$ cat src/rtl/nes_bus_pkg.sv
// nes_bus_pkg: NES CPU memory-map constants, OAM DMA states and chip-select encoding.
package nes_bus_pkg;

    localparam logic [15:0] PPU_BASE = 16'h2000;
    localparam logic [15:0] IO_BASE  = 16'h4000;
    localparam logic [15:0] ROM_BASE = 16'h4020;
    localparam logic [15:0] DMA_PORT = 16'h4014;
    localparam logic [15:0] OAM_DATA = 16'h2004;
    localparam logic [15:0] RAM_MASK = 16'h07FF;

    typedef enum logic [2:0] {
        IDLE,
        DUMMY,
        ALIGN,
        READ,
        WRITE
    } dma_state_t;

    typedef struct packed {
        logic ram;
        logic ppu;
        logic io;
        logic rom;
    } cs_t;

endpackage

$ cat src/rtl/nes_addr_decode.sv
// nes_addr_decode: folds NES CPU addresses through RAM/PPU mirroring and raises the matching region select.
module nes_addr_decode
    import nes_bus_pkg::*;
(
    input  logic [15:0] address,
    output logic [15:0] mapped,
    output cs_t         cs
);

    assign cs.ram = address < PPU_BASE;
    assign cs.ppu = address >= PPU_BASE && address < IO_BASE;
    assign cs.io  = address >= IO_BASE && address < ROM_BASE;
    assign cs.rom = address >= ROM_BASE;
    assign mapped = cs.ram ? (address & RAM_MASK)
                  : cs.ppu ? (PPU_BASE | {13'd0, address[2:0]})
                  : address;

endmodule

$ cat src/rtl/nes_bus_dma.sv
// nes_bus_dma: CPU bus decode stage with the $4014 OAM DMA engine that stalls the core
// and streams a 256-byte page into the PPU OAM data port.
module nes_bus_dma
    import nes_bus_pkg::*;
(
    input  logic        clock,
    input  logic        reset,
    input  logic [15:0] cpu_address,
    input  logic [7:0]  cpu_out,
    input  logic        cpu_rd,
    input  logic        cpu_we,
    output logic [7:0]  cpu_data,
    output logic        cpu_ready,
    output logic [15:0] mem_address,
    output logic [7:0]  mem_out,
    input  logic [7:0]  mem_in,
    output logic        mem_rd,
    output logic        mem_we,
    output logic        ram_cs,
    output logic        ppu_cs,
    output logic        io_cs,
    output logic        rom_cs,
    output logic        dma_busy
);

    dma_state_t  state, next;
    logic [7:0]  count, page;
    logic        parity, odd, trigger;
    logic [15:0] dec_address;
    cs_t         dec_cs;

    assign trigger     = state == IDLE && cpu_we && cpu_address == DMA_PORT;
    assign dec_address = state == READ ? {page, count} : state == WRITE ? OAM_DATA : cpu_address;

    nes_addr_decode u_decode (
        .address (dec_address),
        .mapped  (mem_address),
        .cs      (dec_cs)
    );

    always_ff @(posedge clock or posedge reset) begin
        if (reset) begin
            state  <= IDLE;
            count  <= '0;
            page   <= '0;
            parity <= 1'b0;
            odd    <= 1'b0;
        end else begin
            state  <= next;
            parity <= ~parity;
            if (trigger) begin
                page <= cpu_out;
                odd  <= parity;
            end
            // 8-bit wrap returns the counter to 0 on the final WRITE
            if (state == WRITE)
                count <= count + 8'd1;
        end
    end

    always_comb begin
        next = state;
        case (state)
            IDLE:    next = trigger ? DUMMY : IDLE;
            DUMMY:   next = odd ? ALIGN : READ;
            ALIGN:   next = READ;
            READ:    next = WRITE;
            WRITE:   next = count == 8'hFF ? IDLE : READ;
            default: next = IDLE;
        endcase
    end

    always_comb begin
        cpu_ready = state == IDLE;
        dma_busy  = state != IDLE;
        cpu_data  = mem_in;
        mem_rd    = state == IDLE ? cpu_rd & ~cpu_we : state == READ;
        mem_we    = state == IDLE ? cpu_we & ~trigger : state == WRITE;
        mem_out   = state == WRITE ? mem_in : cpu_out;
        {ram_cs, ppu_cs, io_cs, rom_cs} = (mem_rd | mem_we) ? dec_cs : 4'b0000;
    end

endmodule

$ cat config.mk
export PLATFORM = sky130hd
export DESIGN_NAME = nes_bus_dma
export DESIGN_NICKNAME = d
export VERILOG_FILES = /design/src/rtl/nes_bus_pkg.sv /design/src/rtl/nes_addr_decode.sv /design/src/rtl/nes_bus_dma.sv
export SDC_FILE = /design/constraint.sdc
export NUM_CORES = 1
export LEC_CHECK = 0
export ABC_AREA = 1
export CAP_MARGIN = 10
export CORE_ASPECT_RATIO = 1.75
export CORE_MARGIN = 5
export CORE_UTILIZATION = 35
export CTS_CLUSTER_SIZE = 40
export DETAILED_ROUTE_END_ITERATION = 16
export PLACE_DENSITY_LB_ADDON = 0.25
export SLEW_MARGIN = 20
export SYNTH_ARGS = -nofsm -noshare
export SYNTH_HDL_FRONTEND = slang
export SYNTH_SLANG_ARGS = --single-unit
$ cat constraint.sdc
create_clock -name clock -period 1.5 [get_ports clock]
set_input_delay 0.3 -clock clock [delete_from_list [all_inputs] [get_ports clock]]
set_output_delay 0.3 -clock clock [all_outputs]
set_load 0.02 [all_outputs]
==> summary.md, run 1 <==
| Metric | Value |
|---|---|
| VDD IR-drop max | `roughly 1.2 mV` |
| Synth top area cells | `dfrtp_1 (34%), nand2_1 (16%), inv_1 (9.8%), nand3_1 (6.9%), o21ai_0 (6.5%)` |
| First-pass iteration count of the detailed router | `4` |
| Remaining Overflow, GRT | `0` |
| Fmax | `between 400 and 500 MHz` |
| Fin crit share | `145%` |
| Seq/Total Area, Yosys | `34.4%` |
| Reg clk slew, reported paths | `70 ps` |
| Async S/R FF share, synth | `100%` |
| Root Buffer Master | `clkbuf_8` |
| Clk buf depth | `2` |
| Post-route ant nets | `0` |
| Failing checks | `negative setup slack` |
| Cells after synthesis | `228` |
| Post-route minimum period | `between 2000 and 2500 ps` |
| Antenna diodes | `0` |
| Worst EP arrival | `1870 ps` |
| CP Capture Type | `output pin` |
| Mapped Avg Cell Area | `6.71 um2` |
| Worst-Skew Late Latency | `260 ps` |
| DP HPWL | `3.87 mm` |
| Area of the die | `5840 um2` |
| Drc violations | `0` |
| HP Class | `in -> async` |
| PortBufs | `75` |
| Die Width | `between 50 and 60 um` |
| Die height | `97.4 um` |
| GRT Util Overall | `a little over a fifth` |
| Post-synth top area share | `34.4%` |
| Nets | `417` |
| Status | `finished with violations` |
| Number of max-cap violations | `0` |
| TritonCTS Buffers | `3` |
| Global-route wire length before repair | `9.76 mm` |
| Worst Path Required | `1200 ps` |
| Fin worst setup slack | `-673 ps` |
| Max H-tree Level | `1` |
| Synth unique cells | `27` |
| Final cell utilization of the core | `about 83%` |
| # rows | `31` |
| CTS tree | `yes` |
| Relative slew slack | `between 80% and 90%` |
| Final Routed Wirelength | `6.59 mm` |
| Final Hold Viols | `0` |
| Mapped Nets | `approximately 270` |
| Vias in the first global route | `approximately 2,100` |
| Largest net degree at the start of global routing | `22` |
| Startpoint Class | `register` |
| Area grow syn2layout | `128%` |
| Via/cell ratio | `approximately 4.8` |
| LEAKAGE | `roughly 1.8 nW` |
| Initial Util | `36.5%` |
| Most frequent cell after synthesis | `nand2_1` |
| I/O pin count | `76` |
| Max Slew Vio Count | `0` |
| Syn. warnings | `0` |
| Initial antenna violation count | `0` |
| Setup CP Type | `reg -> out` |
| Mean routed wirelength per cell | `around 15 um` |
| Top post-synthesis cells by count | `nand2_1 (65), inv_1 (40), dfrtp_1 (21), nand3_1 (21)` |
| Yosys reg bits | `21` |
| CTS sink cnt | `21` |
| Slew @ Worst Pin | `~280 ps` |
| Final Setup Violations | `44` |
| Setup TNS | `-18,750 ps` |
| Via count | `2,053` |
| Placer congestion estimate | `0.835` |
| Crit path max fanout | `8` |
| Share of layout cells above drive strength 1 | `59.4%` |
| Cell Area, Synth | `approximately 1500 um2` |
| PD cells | `1530 nW/um2` |
| Initial drt markers | `82` |
| Reg2reg setup slack | `-230 ps` |
| Clk_skew | `2.98 ps` |
| Core Footprint | `4190 um2` |
| Primary FF master, synth | `dfrtp_1` |
| Top cell type by total area after synthesis | `dfrtp_1` |
| Number of flops mapped to enable cells by yosys | `0` |
| RSZ-0062 raised after global routing | `yes` |
## per-layer routing
| layer | up-vias | global-route usage (%) | part of all wire (%) |
|---|---|---|---|
| met5 | - | 0 | 0 |
| met4 | 0 | 13.0 | 4.1 |
| met3 | 14 | 2.13 | 4.3 |
| met2 | 84 | 39.1 | 56 |
| met1 | 955 | 22.6 | 36 |
| li1 | 1000 | - | - |
## layout by cell type, fill, tap and decap left out, types with 4 or more instances in the layout
| master | count |
|---|---|
| nand3_1 | 12 |
| nor2_1 | 13 |
| buf_4 | 64 |
| o21ai_4 | 8 |
| nand3_4 | 4 |
| nand2_1 | 28 |
| buf_6 | 43 |
| nor2_4 | 7 |
| nor2_2 | 4 |
| nand2_2 | 27 |
| dfrtp_1 | 19 |
| nand3_2 | 7 |
| inv_2 | 14 |
| dlygate4sd2_1 | 4 |
| nand2_4 | 12 |
| clkdlybuf4s15_1 | 5 |
| clkdlybuf4s50_1 | 27 |
| o21ai_1 | 7 |
| o21ai_2 | 5 |
| inv_1 | 24 |
| buf_12 | 4 |
| buf_2 | 6 |
## critical path, stage by stage, from the launching register on
cell and delay [ps]:
dfrtp_2 450, nor2_4 170, nand2_4 90, buf_12 150, nand3_1 80, nand2_1 90
nor2_1 130, nand2_2 80, nor2_4 100, nand2_2 70, nor2_4 80, buf_6 110
## flip-flops by register name (all words and copies together), names as in the netlist
name and cells:
count 8, parity 1, odd 1, page 8, state 3
## final cells by class
cell class              count  area (um2)
repair buffers            160        1550
multi-input cells         152        1130
fillers                   217         701
flip-flops and latches     21         528
inverters                  42         173
well taps                  49        61.3
clock buffers               4        45.0
## power breakdown
| group | switching (mW) | internal, mW | total (mW) |
|---|---|---|---|
| Combinational | 2.15 | 2.04 | 4.20 |
| Sequential | 0.0985 | 0.680 | 0.778 |
| Clock | 0.178 | 0.189 | 0.367 |
## cells by family (layout without fill, tap and decap cells)
group,count (synthesis),in the layout,synth area share [%]
buffers and inverters,55,206,17.4
AO/OA/AOI/OAI,28,28,10.4
AND/OR/NAND/NOR,117,117,33.6
XOR/XNOR,6,6,3.44
flip-flops,21,21,34.4
adder cells (fa/ha/maj),1,1,0.818
## final timing paths
path	start	end	cells after the start
min reg2reg	parity	parity	1
max in group asynchronous	reset	state[1]	3
min	reset	count[4]	3
max reg2reg	state[1]	page[0]	11
min in group clock	parity	parity	1
max	state[1]	io_cs	11
## per-stage QoR
| stage | hold slack [ps] | setup slack (ps) | instances | area [um2] | power, mW |
|---|---|---|---|---|---|
| after floorplan | 277 | -219 | 228 | 1650 | 2.38 |
| after CTS | 381 | -634 | 425 | 3270 | 4.77 |
| after global routing | 412 | -797 | 428 | 3490 | 5.66 |
| after global placement | 390 | -914 | 403 | 2880 | 3.99 |
| after detailed placement | 391 | -942 | 403 | 2880 | 4.04 |
| final | 379 | -673 | 428 | 3490 | 5.34 |
## repair_timing
| action | 4_1_cts | 5_1_grt |
|---|---|---|
| pin swaps | 24 | 20 |
| gates cloned | 3 | 0 |
| setup buffers | 16 | 4 |
| resized for setup | 279 | 66 |
| hold buffers | 0 | 0 |
| endpoints found under the setup margin | 46 | 48 |
Note: power is estimated with default switching activity, not from simulation.
==> inputs of run 2 (changes only) <==
GPL_TIMING_DRIVEN = 0   (was default)
PLACE_DENSITY = 0.74   (was default)
PLACE_DENSITY_LB_ADDON = default   (was 0.25)
==> summary.md, run 2 (same netlist as run 1, synthesis figures left out) <==
| Metric | Value |
|---|---|
| Status | `finished with violations` |
| Failing checks | `negative setup slack` |
| Mean routed wirelength per cell | `14.7 um (-4.3%)` |
| Core Footprint | `4190 um2 (unchanged)` |
| Remaining Overflow, GRT | `0 (unchanged)` |
| Final Routed Wirelength | `5.83 mm (-12%)` |
| Via/cell ratio | `4.95 (+3.3%)` |
| Clk_skew | `2.66 ps (-0.314 ps)` |
| Crit-path max cell delay | `440 ps (about the same)` |
| VDD IR-drop max | `1.21 mV (+3.7%)` |
| Met3 wire length | `321 um (+14%)` |
| Initial drt markers | `61 (-26%)` |
| PortBufs | `75 (unchanged)` |
| First-pass iteration count of the detailed router | `4 (unchanged)` |
| Nets | `385 (-7.7%)` |
| CTS sink cnt | `21 (unchanged)` |
| Slowest CP cell | `dfrtp_2` |
| Fin worst setup slack | `-713 ps (-40.1 ps)` |
| Share of layout cells above drive strength 1 | `47.3% (-12 points)` |
| FILL cells | `280 (+29%)` |
| Max H-tree Level | `1 (unchanged)` |
| Initial antenna violation count | `0 (unchanged)` |
| Worst-Skew Late Latency | `250 ps (about the same)` |
| Top layer in use | `met4` |
| Post-route ant nets | `0 (unchanged)` |
| Reg2reg setup slack | `-120 ps (+110 ps)` |
| Setup TNS | `-15,380 ps (+3380 ps)` |
| Initial Util | `36.5% (unchanged)` |
| CTS tree | `yes` |
| Fmax | `452 MHz (-1.8%)` |
| Fin crit share | `148% (+2.7 points)` |
| Die height | `97.4 um (unchanged)` |
| Die Width | `60.0 um (unchanged)` |
| Global-route wire length before repair | `8.79 mm (-9.9%)` |
| Worst-path cell chain | `nor2_4 -> nand2_4 -> buf_4 -> nand3_1 -> nand2_1 -> nor2_1 -> nand2_1 -> nor2_2 -> nand2_2 -> nor2_4 -> buf_6` |
| Via count | `1,962 (-4.4%)` |
| TritonCTS Buffers | `3 (unchanged)` |
| Startpoint Class | `register` |
| Area of the die | `5840 um2 (unchanged)` |
| Cell family with most CP delay | `simple AND/OR/NAND/NOR gates` |
| Setup CP Type | `reg -> out` |
| Max Slew Vio Count | `0 (unchanged)` |
| Worst EP arrival | `1910 ps (+40 ps)` |
| Commonest cells after routing, fill and taps aside | `nand2_1 (46), buf_4 (42), inv_1 (32)` |
| Bufs and invs on worst path | `2 (unchanged)` |
| Placer congestion estimate | `0.803 (-3.7%)` |
| Clk buf depth | `2 (unchanged)` |
| Slew @ Worst Pin | `780 ps (+498 ps)` |
| CP Capture Type | `output pin` |
| Largest net degree at the start of global routing | `22 (unchanged)` |
| Worst Path Required | `1200 ps (about the same)` |
| Largest registers | `count x8, page x8, state x3` |
| GRT Util Overall | `19.2% (-2.5 points)` |
| PD cells | `1610 nW/um2 (+4.9%)` |
| Post-route minimum period | `2210 ps (+40.1 ps)` |
| Vias in the first global route | `2,015 (-5.9%)` |
| Root Buffer Master | `clkbuf_8` |
| # rows | `31 (unchanged)` |
| Commonest non-fill, non-tap cell in the layout | `nand2_1` |
| HP Class | `reg -> reg` |
| Final Setup Violations | `44 (unchanged)` |
| Met2 WL post-DR | `3.34 mm (-9.6%)` |
| Final Hold Viols | `0 (unchanged)` |
| Reg clk slew, reported paths | `70 ps (about the same)` |
| DP HPWL | `3.64 mm (-5.9%)` |
| Drc violations | `0 (unchanged)` |
| Antenna diodes | `0 (unchanged)` |
| Crit path max fanout | `6 (-2)` |
| LEAKAGE | `1.60 nW (-12%)` |
| Relative slew slack | `47.9% (-33 points)` |
| I/O pin count | `76 (unchanged)` |
| Met1 WL | `1.88 mm (-20%)` |
| Hold_buf cts | `0 (unchanged)` |
| Hold_ws | `423 ps (+43.5 ps)` |
| Number of max-cap violations | `0 (unchanged)` |
| Area grow syn2layout | `103%` |
| RSZ-0062 raised after global routing | `yes` |
==> run 2: worst reg2reg max path: cells and delay by family, from the launching register on <==
kind	cells	cell delay (ps)
AND/OR/NAND/NOR	5	510
buffers and inverters	4	500
flip-flops	1	440
AO/OA/AOI/OAI	1	70
==> run 2: layer usage <==
metal	vias up	global-route usage [%]
met2	90	34.7
met4	0	14.0
met3	24	2.39
li1	937	-
met1	911	18.4
met5	-	0
==> run 2: worst paths after layout <==
kind | start | end | cells past startpoint
min in group asynchronous | reset | count[0] | 2
worst max-delay path | state[0] | io_cs | 11
max in group asynchronous | reset | state[1] | 2
worst max register to register | state[0] | page[2] | 10
worst min register to register | parity | parity | 1
worst min-delay path | parity | parity | 1
==> run 2: area by class of cell <==
cell class                      instances  area, um2  share of cell area (%)
Tap cell                               49       61.3                    1.98
Sequential cell                        21        528                    17.1
Buffer                                 13        138                    4.44
Timing Repair inverter                  1       8.76                   0.283
Inverter                               42        178                    5.74
Timing Repair Buffer                  114       1100                    35.6
Multi-Input combinational cell        152       1030                    33.4
Clock buffer                            4       45.0                    1.45
==> run 2: where the power goes <==
group | total [mW] | switching (mW) | leakage, nW | internal [mW]
clock | 0.356 | 0.167 | 0.0228 | 0.189
combinational | 3.81 | 2.00 | 1.31 | 1.81
sequential | 0.813 | 0.132 | 0.273 | 0.680
total | 4.98 | 2.30 | 1.60 | 2.68
==> run 2: repair_timing <==
| item | in CTS | in global routing |
|---|---|---|
| endpoints found under the setup margin | 51 | 52 |
| pin swaps | 28 | 13 |
| setup buffers | 27 | 11 |
| resized for setup | 255 | 35 |
| cloned | 2 | 1 |
| hold endpoints to repair | 0 | 0 |
==> run 2: through the flow <==
stage | instance area, um2 | util (%) | cells | total power [mW] | setup WS (ps)
final | 3100 | 73.9 | 396 | 4.98 | -713
after detailed placement | 2460 | 58.8 | 352 | 3.42 | -966
after global routing | 3100 | 73.9 | 396 | 5.26 | -812
after floorplan | 1650 | - | 228 | 2.38 | -219
after CTS | 2950 | 70.4 | 384 | 4.55 | -631
after global placement | 2460 | 58.8 | 352 | 3.39 | -949
==> inputs of run 3 (changes only) <==
GPL_TIMING_DRIVEN = 1   (was 0)
==> summary.md, run 3 (same netlist as run 1, synthesis figures left out) <==
| Metric | Value |
|---|---|
| Remaining Overflow, GRT | `0 (unchanged)` |
| Slowest CP cell | `dfrtp_1` |
| Commonest non-fill, non-tap cell in the layout | `buf_4` |
| Final Routed Wirelength | `6.58 mm (+13%)` |
| HP Class | `in -> async` |
| Non-filler instance count after layout | `428 (+8.1%)` |
| # rows | `31 (unchanged)` |
| Initial drt markers | `83 (+36%)` |
| CP Capture Type | `output pin` |
| Via count | `2,117 (+7.9%)` |
| Multi-input logic area | `1030 um2 (-0.24%)` |
| Final Hold Viols | `0 (unchanged)` |
| Setup CP Type | `reg -> out` |
| RSZ-0062 raised after global routing | `yes` |
| PortBufs | `75 (unchanged)` |
| DP HPWL | `4.15 mm (+14%)` |
| First-pass iteration count of the detailed router | `4 (unchanged)` |
| Startpoint Class | `register` |
| Relative slew slack | `81.6% (+34 points)` |
| Antenna diodes | `0 (unchanged)` |
| Status | `finished with violations` |
| Largest registers | `count x8, page x8, state x3` |
| Global-route wire length before repair | `8.58 mm (-2.4%)` |
| Clk_skew | `7.23 ps (+4.57 ps)` |
| Via/cell ratio | `4.95 (-0.17%)` |
| Die height | `97.4 um (unchanged)` |
| Failing checks | `negative setup slack` |
| Dpl cells | `398 (+13%)` |
| Reg2reg setup slack | `-130 ps (about the same)` |
| FF-to-FF End | `page[5]` |
| Worst-Skew Late Latency | `260 ps (about the same)` |
| Nets | `417 (+8.3%)` |
| Worst Path Required | `1200 ps (about the same)` |
| CTS tree | `yes` |
| Pre-CTS WS | `-902 ps (+63.5 ps)` |
| Max H-tree Level | `1 (unchanged)` |
| Worst-path cell chain | `buf_6 -> nand3_4 -> inv_4 -> buf_6 -> nand2_1 -> nand2_1 -> nor2_1 -> nand2_1 -> nor2_4 -> nand2_2 -> nor2_4 -> buf_6` |
| Initial antenna violation count | `0 (unchanged)` |
| Fin crit share | `154% (+7.0 points)` |
| Worst reg2reg path startpoint | `state[0]` |
| Commonest cells after routing, fill and taps aside | `buf_4 (67), nand2_1 (44), clkdlybuf4s50_1 (35)` |
| Post-route ant nets | `0 (unchanged)` |
| Hold_ws | `364 ps (-58.3 ps)` |
| Max Slew Vio Count | `0 (unchanged)` |
| Largest net degree at the start of global routing | `22 (unchanged)` |
| Drc violations | `0 (unchanged)` |
| Mean routed wirelength per cell | `15.4 um (+4.3%)` |
| Seq. cell area | `527 um2 (-0.24%)` |
| Clk buf depth | `2 (unchanged)` |
| Reg clk slew, reported paths | `80 ps (about the same)` |
| I/O pin count | `76 (unchanged)` |
| Fin worst setup slack | `-817 ps (-105 ps)` |
| Post-route minimum period | `2320 ps (+105 ps)` |
| Final cell utilization of the core | `79.5% (+5.6 points)` |
| Vias in the first global route | `2,009 (-0.30%)` |
| Initial Util | `36.5% (unchanged)` |
| Slew @ Worst Pin | `276 ps (-504 ps)` |
| Share of layout cells above drive strength 1 | `48.8% (+1.6 points)` |
| Placed inst area | `2830 um2 (+15%)` |
| LEAKAGE | `1.75 nW (+9.0%)` |
| Hold_buf cts | `0 (unchanged)` |
| FILL cells | `254 (-9.3%)` |
| Die Width | `60.0 um (unchanged)` |
| Root Buffer Master | `clkbuf_8` |
| GRT Util Overall | `18.8% (-0.44 points)` |
| TritonCTS Buffers | `3 (unchanged)` |
| Fmax | `432 MHz (-4.5%)` |
| Number of max-cap violations | `0 (unchanged)` |
| PD cells | `1580 nW/um2 (-1.8%)` |
| Worst reg2reg path depth | `9 (-1)` |
| VDD IR-drop max | `1.32 mV (+9.3%)` |
| Final instance area | `3330 um2 (+7.5%)` |
| Area of the die | `5840 um2 (unchanged)` |
| Crit-path max cell delay | `440 ps (about the same)` |
| CTS sink cnt | `21 (unchanged)` |
| Final Setup Violations | `43 (-2.3%)` |
| Worst EP arrival | `2020 ps (+110 ps)` |
| Core Footprint | `4190 um2 (unchanged)` |
| Crit path max fanout | `6 (unchanged)` |
| Area grow syn2layout | `118%` |
| Placer congestion estimate | `0.863 (+7.4%)` |
-- run 3: through the flow --
stage | total power, mW | TNS, ps
after floorplan | 2.38 | -2280
after CTS | 4.50 | -17920
after global placement | 3.88 | -23990
after global routing | 5.55 | -21360
final | 5.25 | -18220
after detailed placement | 3.96 | -25410
-- run 3: final cells by class --
class,count,area share [%]
clock buffer,3,1.24
sequential,21,15.8
multi-input combinational,152,31.0
inverter,42,4.96
tap,49,1.84
timing repair buffer,160,45.0
clock inverter,1,0.150
-- run 3: power by group --
group	internal, mW	total [mW]	switching (mW)
sequential	0.677	0.767	0.0907
clock	0.185	0.375	0.190
combinational	1.99	4.11	2.12
-- run 3: worst max-delay path, delay by kind of cell, from the launching register on --
kind | cells | cell delay (ps)
DFF | 1 | 440
buffers and inverters | 4 | 470
and+or+nand+nor | 8 | 840
-- run 3: per-layer routing --
metal,GRT usage [%],share of wire (%),vias up
li1,-,-,1006
met1,18.4,33,978
met5,0,0,-
met3,2.26,5.0,30
met4,10.2,5.9,0
met2,35.1,57,103
-- run 3: how the worst max path moves through the flow --
stage,from,end,slack (ps),cells after the start
after floorplan,state[1],rom_cs,-220,7
after global placement,cpu_address[1],rom_cs,-900,10
after detailed placement,cpu_address[1],rom_cs,-900,10
after CTS,state[0],io_cs,-680,12
after global routing,state[0],io_cs,-890,12
final,state[0],io_cs,-820,12
-- run 3: repair_timing --
action / in CTS / in global routing
resized for setup: 154 / 100
setup endpoints to repair: 44 / 44
gates cloned: 1 / 0
buffers inserted: 8 / 17
endpoints found under the hold margin: 0 / 0
pin swaps: 10 / 13
==> variant 1, RTL diff (config.mk and constraints of run 1) <==
Make the reset (`reset`) synchronous in one clocked block.
--- a/src/rtl/nes_bus_dma.sv
+++ b/src/rtl/nes_bus_dma.sv
@@ -39,5 +39,5 @@
     );
 
-    always_ff @(posedge clock or posedge reset) begin
+    always_ff @(posedge clock) begin
         if (reset) begin
             state  <= IDLE;
Function: differs if reset is asserted again (counterexample within 4 cycles, from zero or initial values and one cycle with reset high); with reset held inactive, the same outputs for 10 cycles.
==> variant 1 against run 1 <==
  * The flow still finishes with violations (setup timing)
  * Sequential cell count did not move
  * Wire length grew 4.8%
  * Non-clock buffer count fell by 5
  * Area after synthesis up 3.1%
  * Setup slack improved by 0.093 ns
  * Cell area is 1.4% lower
  * Critical endpoint is now mem_address[11]
  * Highest routed layer unchanged
Power is not compared: it rests on default switching activity, and its combinational part moved more than twofold at a synthesized area within 25%.
==> variant 1: results (changes against run 1) <==
Cells and area
  – Layout Utilization: 0.781 (-0.0515)
  – Final Non-Filler Cells: 449 (+4.9%)
  – # nets final: 436 (+4.6%)
  – Fill count: 267 (+23%)
  – Diode count: 0 (unchanged)
  – Fraction of layout cells with a size suffix above 1: 0.558 (-0.0359)

STA
  – Sum of negative setup slack: -15.82 ns (+2.93 ns)
  – Endpoints failing setup: 46 (+4.5%)
  – PnR worst setup slack: -0.580 ns (+0.0928 ns)
  – Clock Skew: 0.00290 ns (-0.0000740 ns)
  – Worst slew margin: 0.828 (+0.0166)

Synth
  – Synth cell types: 28 (+3.7%)
  – Ys async rst share: 0 (-1.00)
  – Syn avg cell area: 6.23 um2 (-7.1%)
  – Compound-cell area share of the yosys netlist: 0.140 (+0.0365)
  – Post-Synth Adder-Cell Area: 0.00794 (-0.000247)
  – Top cells by count, synth: nand2_1 (68), inv_1 (40), nor2_1 (22)
  – Post-synthesis mux area share: 0 (unchanged)
  – Post-Syn Nets: 290 (+9.4%)
  – Register area share after synthesis: 0.267 (-0.0770)
  – Top cells by area, synth: dfxtp_1 (27%), nand2_1 (16%), inv_1 (9.5%), a21oi_1 (5.7%), o21ai_0 (5.7%)
  – Xor-xnor portion of the synthesized cell area: 0 (-0.0344)
  – Post-synth top flop: dfxtp_1

Global routing
  – Initial antenna violation count: 0 (unchanged)
  – GRT Resource Usage Total: 0.192 (-0.0244)
  – Vias in the first global route: 2053 (-4.2%)
  – First-pass GRT wire length: 9090 um (-6.8%)
  – Pin count of the biggest net entering global routing: 20 (-9.1%)

Run status
  – Failing checks: setup timing
  – Status: complete, but fails checks

Setup path
  – CP max-delay cell: dfxtp_4
  – Critical Path AT: 1.78 ns (-0.09 ns)
  – Worst Setup SP: state[0]$_SDFF_PP0_
  – R2R depth: 11 (unchanged)
  – Reg2Reg Setup Slack: -0.29 ns (-0.06 ns)
  – Reg-to-Reg Start: state[2]$_SDFF_PP0_
  – Delay-heaviest family, CP: buffers and inverters
  – FF-to-FF End: count[6]$_SDFFE_PP0P_
  – CP peak stage delay: 0.39 ns (-0.06 ns)
  – Buf/Inv on CP: 4 (+2)
  – Worst setup path endpoint: mem_address[11]

Detailed routing
  – Number of DRC markers in iteration 0: 122 (+49%)
  – Pre-Repair DR Iteration Count: 4 (unchanged)
  – Routed vias/inst: 4.97 (+3.6%)
  – Post-Route WL: 6910 um (+4.8%)

Placed design
  – Dpl ws: -0.866 ns (+0.0755 ns)
  – Total placed cells including tap cells: 420 (+4.2%)
  – Area after DPL: 2840 um2 (-1.3%)
  – Gpl congestion: 0.906 (+8.6%)
  – DP Wirelength: 4140 um (+6.9%)

CTS
  – Root buffer cell: clkbuf_8
  – Worst-path clk slew: 0.08 ns

Min path
  – Min-delay worst type: reg -> reg

Pwr
  – Worst vdd ir: 591 uV
[variant 1: changes by cell type in the layout (fill, tap and decap cells not counted), sizes merged, moves of 5 or more]
cell / run 1 / this run
clkdlybuf4s50: 27 / 34
nand2: 67 / 77
nor2: 24 / 31
a21oi: 3 / 18
dfrtp: 21 / 0
dlygate4sd2: 4 / 9
clkdlybuf4s15: 8 / 0
buf: 120 / 110
dfxtp: 0 / 21
[variant 1: worst min path at each step]
stage | from | endpoint | slack [ns] | cells past startpoint
global route | page[0]$_SDFFE_PP0P_ | page[0]$_SDFFE_PP0P_ | 0.48 | 2
detailed placement | parity$_SDFF_PP0_ | parity$_SDFF_PP0_ | 0.40 | 1
global placement | parity$_SDFF_PP0_ | parity$_SDFF_PP0_ | 0.39 | 1
floorplan | reset | state[0]$_SDFF_PP0_ | 0.36 | 1
CTS | parity$_SDFF_PP0_ | parity$_SDFF_PP0_ | 0.42 | 1
finish | page[2]$_SDFFE_PP0P_ | page[2]$_SDFFE_PP0P_ | 0.47 | 2
[variant 1: kinds of logic (layout without fill, tap and decap cells)]
logic type | Yosys count | count (layout)
AO/OA/AOI/OAI | 41 | 41
buffers and inverters | 57 | 202
adder cells (fa/ha/maj) | 1 | 1
flip-flops | 21 | 21
AND/OR/NAND/NOR | 133 | 133
[variant 1: worst register-to-register path: cells and delay by family (launching register included)]
kind | cells | cell delay (ns)
flip-flops | 1 | 0.33
buffers and inverters | 8 | 1.05
AND/OR/NAND/NOR | 2 | 0.17
AO/OA/AOI/OAI | 1 | 0.14
[variant 1: layout make-up]
cell class / count / share of cell area
sequential: 21 / 0.125
inverter: 42 / 0.0491
timing repair inverter: 1 / 0.00218
timing repair buffer: 155 / 0.453
clock buffer: 3 / 0.0120
clock inverter: 1 / 0.00145
tap: 51 / 0.0185
multi-input combinational: 175 / 0.339
[variant 1: report_power, final]
group | switching [mW] | internal, mW
Clock | 0.190 | 0.185
Combinational | 0.444 | 0.486
Sequential | 0.0178 | 0.569
[variant 1: routing by layer]
metal / global-route usage / vias to the layer above / part of all wire
met3: 0.0183 / 19 / 0.056
met2: 0.364 / 90 / 0.56
li1: - / 1083 / -
met1: 0.214 / 1040 / 0.35
met4: 0.0568 / 0 / 0.036
met5: 0 / - / 0
[variant 1: repair_timing]
action	4_1_cts	5_1_grt
buffers inserted	12	12
cloned	2	3
pin swaps	25	25
gates resized for setup	240	56
setup endpoints to repair	44	48
endpoints found under the hold margin	0	0
hold buffers	0	0
==> variant 2, RTL diff (flow settings as in run 1) <==
Without the edit above. The 5 states of `dma_state_t` get a one-hot encoding in 5 bits.
--- a/src/rtl/nes_bus_pkg.sv
+++ b/src/rtl/nes_bus_pkg.sv
@@ -9,10 +9,10 @@
     localparam logic [15:0] RAM_MASK = 16'h07FF;
 
-    typedef enum logic [2:0] {
-        IDLE,
-        DUMMY,
-        ALIGN,
-        READ,
-        WRITE
+    typedef enum logic [4:0] {
+        IDLE  = 5'b00001,
+        DUMMY = 5'b00010,
+        ALIGN = 5'b00100,
+        READ  = 5'b01000,
+        WRITE = 5'b10000
     } dma_state_t;
 
Formal check against the unedited RTL: no difference found for any inputs over 10 cycles, from zero or initial values and one cycle with reset high; not proved beyond that.
==> variant 2 against run 1 <==
  * The flow still finishes with violations (setup timing)
  * Utilization is 7.7 points lower
  * Setup slack lost 0.20 ns
  * Wire length is 0.85% lower
  * Global-route usage is 3.2 points lower
  * Cell area increased by 2.8%
  * Sequential cell count is 2 higher
  * Area after synthesis rose by 13%
  * Highest routed layer unchanged
Power is left out: it rests on default switching activity, and per cell area and clock period it moved more than threefold.
==> variant 2: results (changes against run 1) <==
Run status
  – Status: complete, but fails checks
  – Failing checks: setup timing

Placed design
  – DP Wirelength: 4420 um (+14%)
  – Total placed cells including tap cells: 420 (+4.2%)
  – Gpl congestion: 0.849 (+1.8%)
  – Area after DPL: 3070 um2 (+6.7%)

STA
  – PnR worst setup slack: -0.870 ns (-0.198 ns)
  – Endpoints failing setup: 49 (+11%)
  – Worst slew pin tran: 0.298 ns (+0.0154 ns)
  – Clock Skew: 0.00243 ns (-0.000544 ns)
  – Sum of negative setup slack: -26.96 ns (-8.20 ns)

CTS
  – Resized cells post-CTS: 199 (-29%)
  – Post-CTS Setup Bufs: 12 (-4)
  – Sink Count: 23 (+9.5%)

Synth
  – Xor-xnor portion of the synthesized cell area: 0.0356 (+0.00124)
  – Mapped Cells: 243 (+6.6%)
  – Compound-cell area share of the yosys netlist: 0.0923 (-0.0116)
  – Top cells by area, synth: dfrtp_1 (32%), nand2_1 (14%), inv_1 (9.8%), o21ai_0 (5.5%), nor2_1 (3.9%)
  – Synth cell types: 33 (+22%)
  – Top cells by count, synth: nand2_1 (64), inv_1 (45), dfrtp_1 (22)

Cells and area
  – Largest regs: count (8), page (8), state (5)
  – Signal inverters: 50 (+19%)
  – P&R area growth vs syn: 108%
  – # nets final: 435 (+4.3%)
  – Fill count: 338 (+56%)
  – Clock-cell share: 0.0126 (-0.000356)
  – Sequential share of cell area: 0.161 (+0.00978)

Global routing
  – GRT Resource Usage Total: 0.185 (-0.0317)
  – Pin count of the biggest net entering global routing: 24 (+9.1%)

Floorplanning
  – Core area: 4750 um2 (+13%)

Detailed routing
  – Average wire per standard cell: 14.6 um (-5.5%)
  – Met1 Wirelength: 2180 um (-7.0%)
  – Metal3 WL: 365 um (+30%)
  – Number of DRC markers in iteration 0: 112 (+37%)
  – Routed vias: 2157 (+5.1%)
  – Pre-Repair DR Iteration Count: 6 (+2)

Setup path
  – FF-to-FF End: page[1]$_DFFE_PP0P_
==> variant 2: cell count changes after synthesis, moves of 2 or more <==
cell | before | now
o22ai_1 | 0 | 3
xor2_1 | 3 | 7
nand3_1 | 21 | 13
a22o_1 | 2 | 0
inv_1 | 40 | 45
inv_2 | 1 | 4
nor2_1 | 20 | 18
nor2_4 | 1 | 4
nand3_4 | 0 | 2
xnor2_1 | 3 | 0
nand4_1 | 0 | 4
==> variant 2: worst max-delay path: stages (launching register included) <==
cell and delay, ns:
dfrtp_1 0.41, nor2_4 0.19, nand3_4 0.14, buf_4 0.20, nand3_1 0.09, nand2_1 0.07
nor2_2 0.16, nand2_1 0.10, nor2_2 0.14, nand2_1 0.07, nand2_2 0.08, nor2_4 0.04
buf_6 0.12
==> variant 2: metal layers <==
layer / track usage / up-vias
li1: - / 1053
met1: 0.185 / 998
met2: 0.363 / 89
met3: 0.0174 / 17
met4: 0.108 / 0
met5: 0 / -
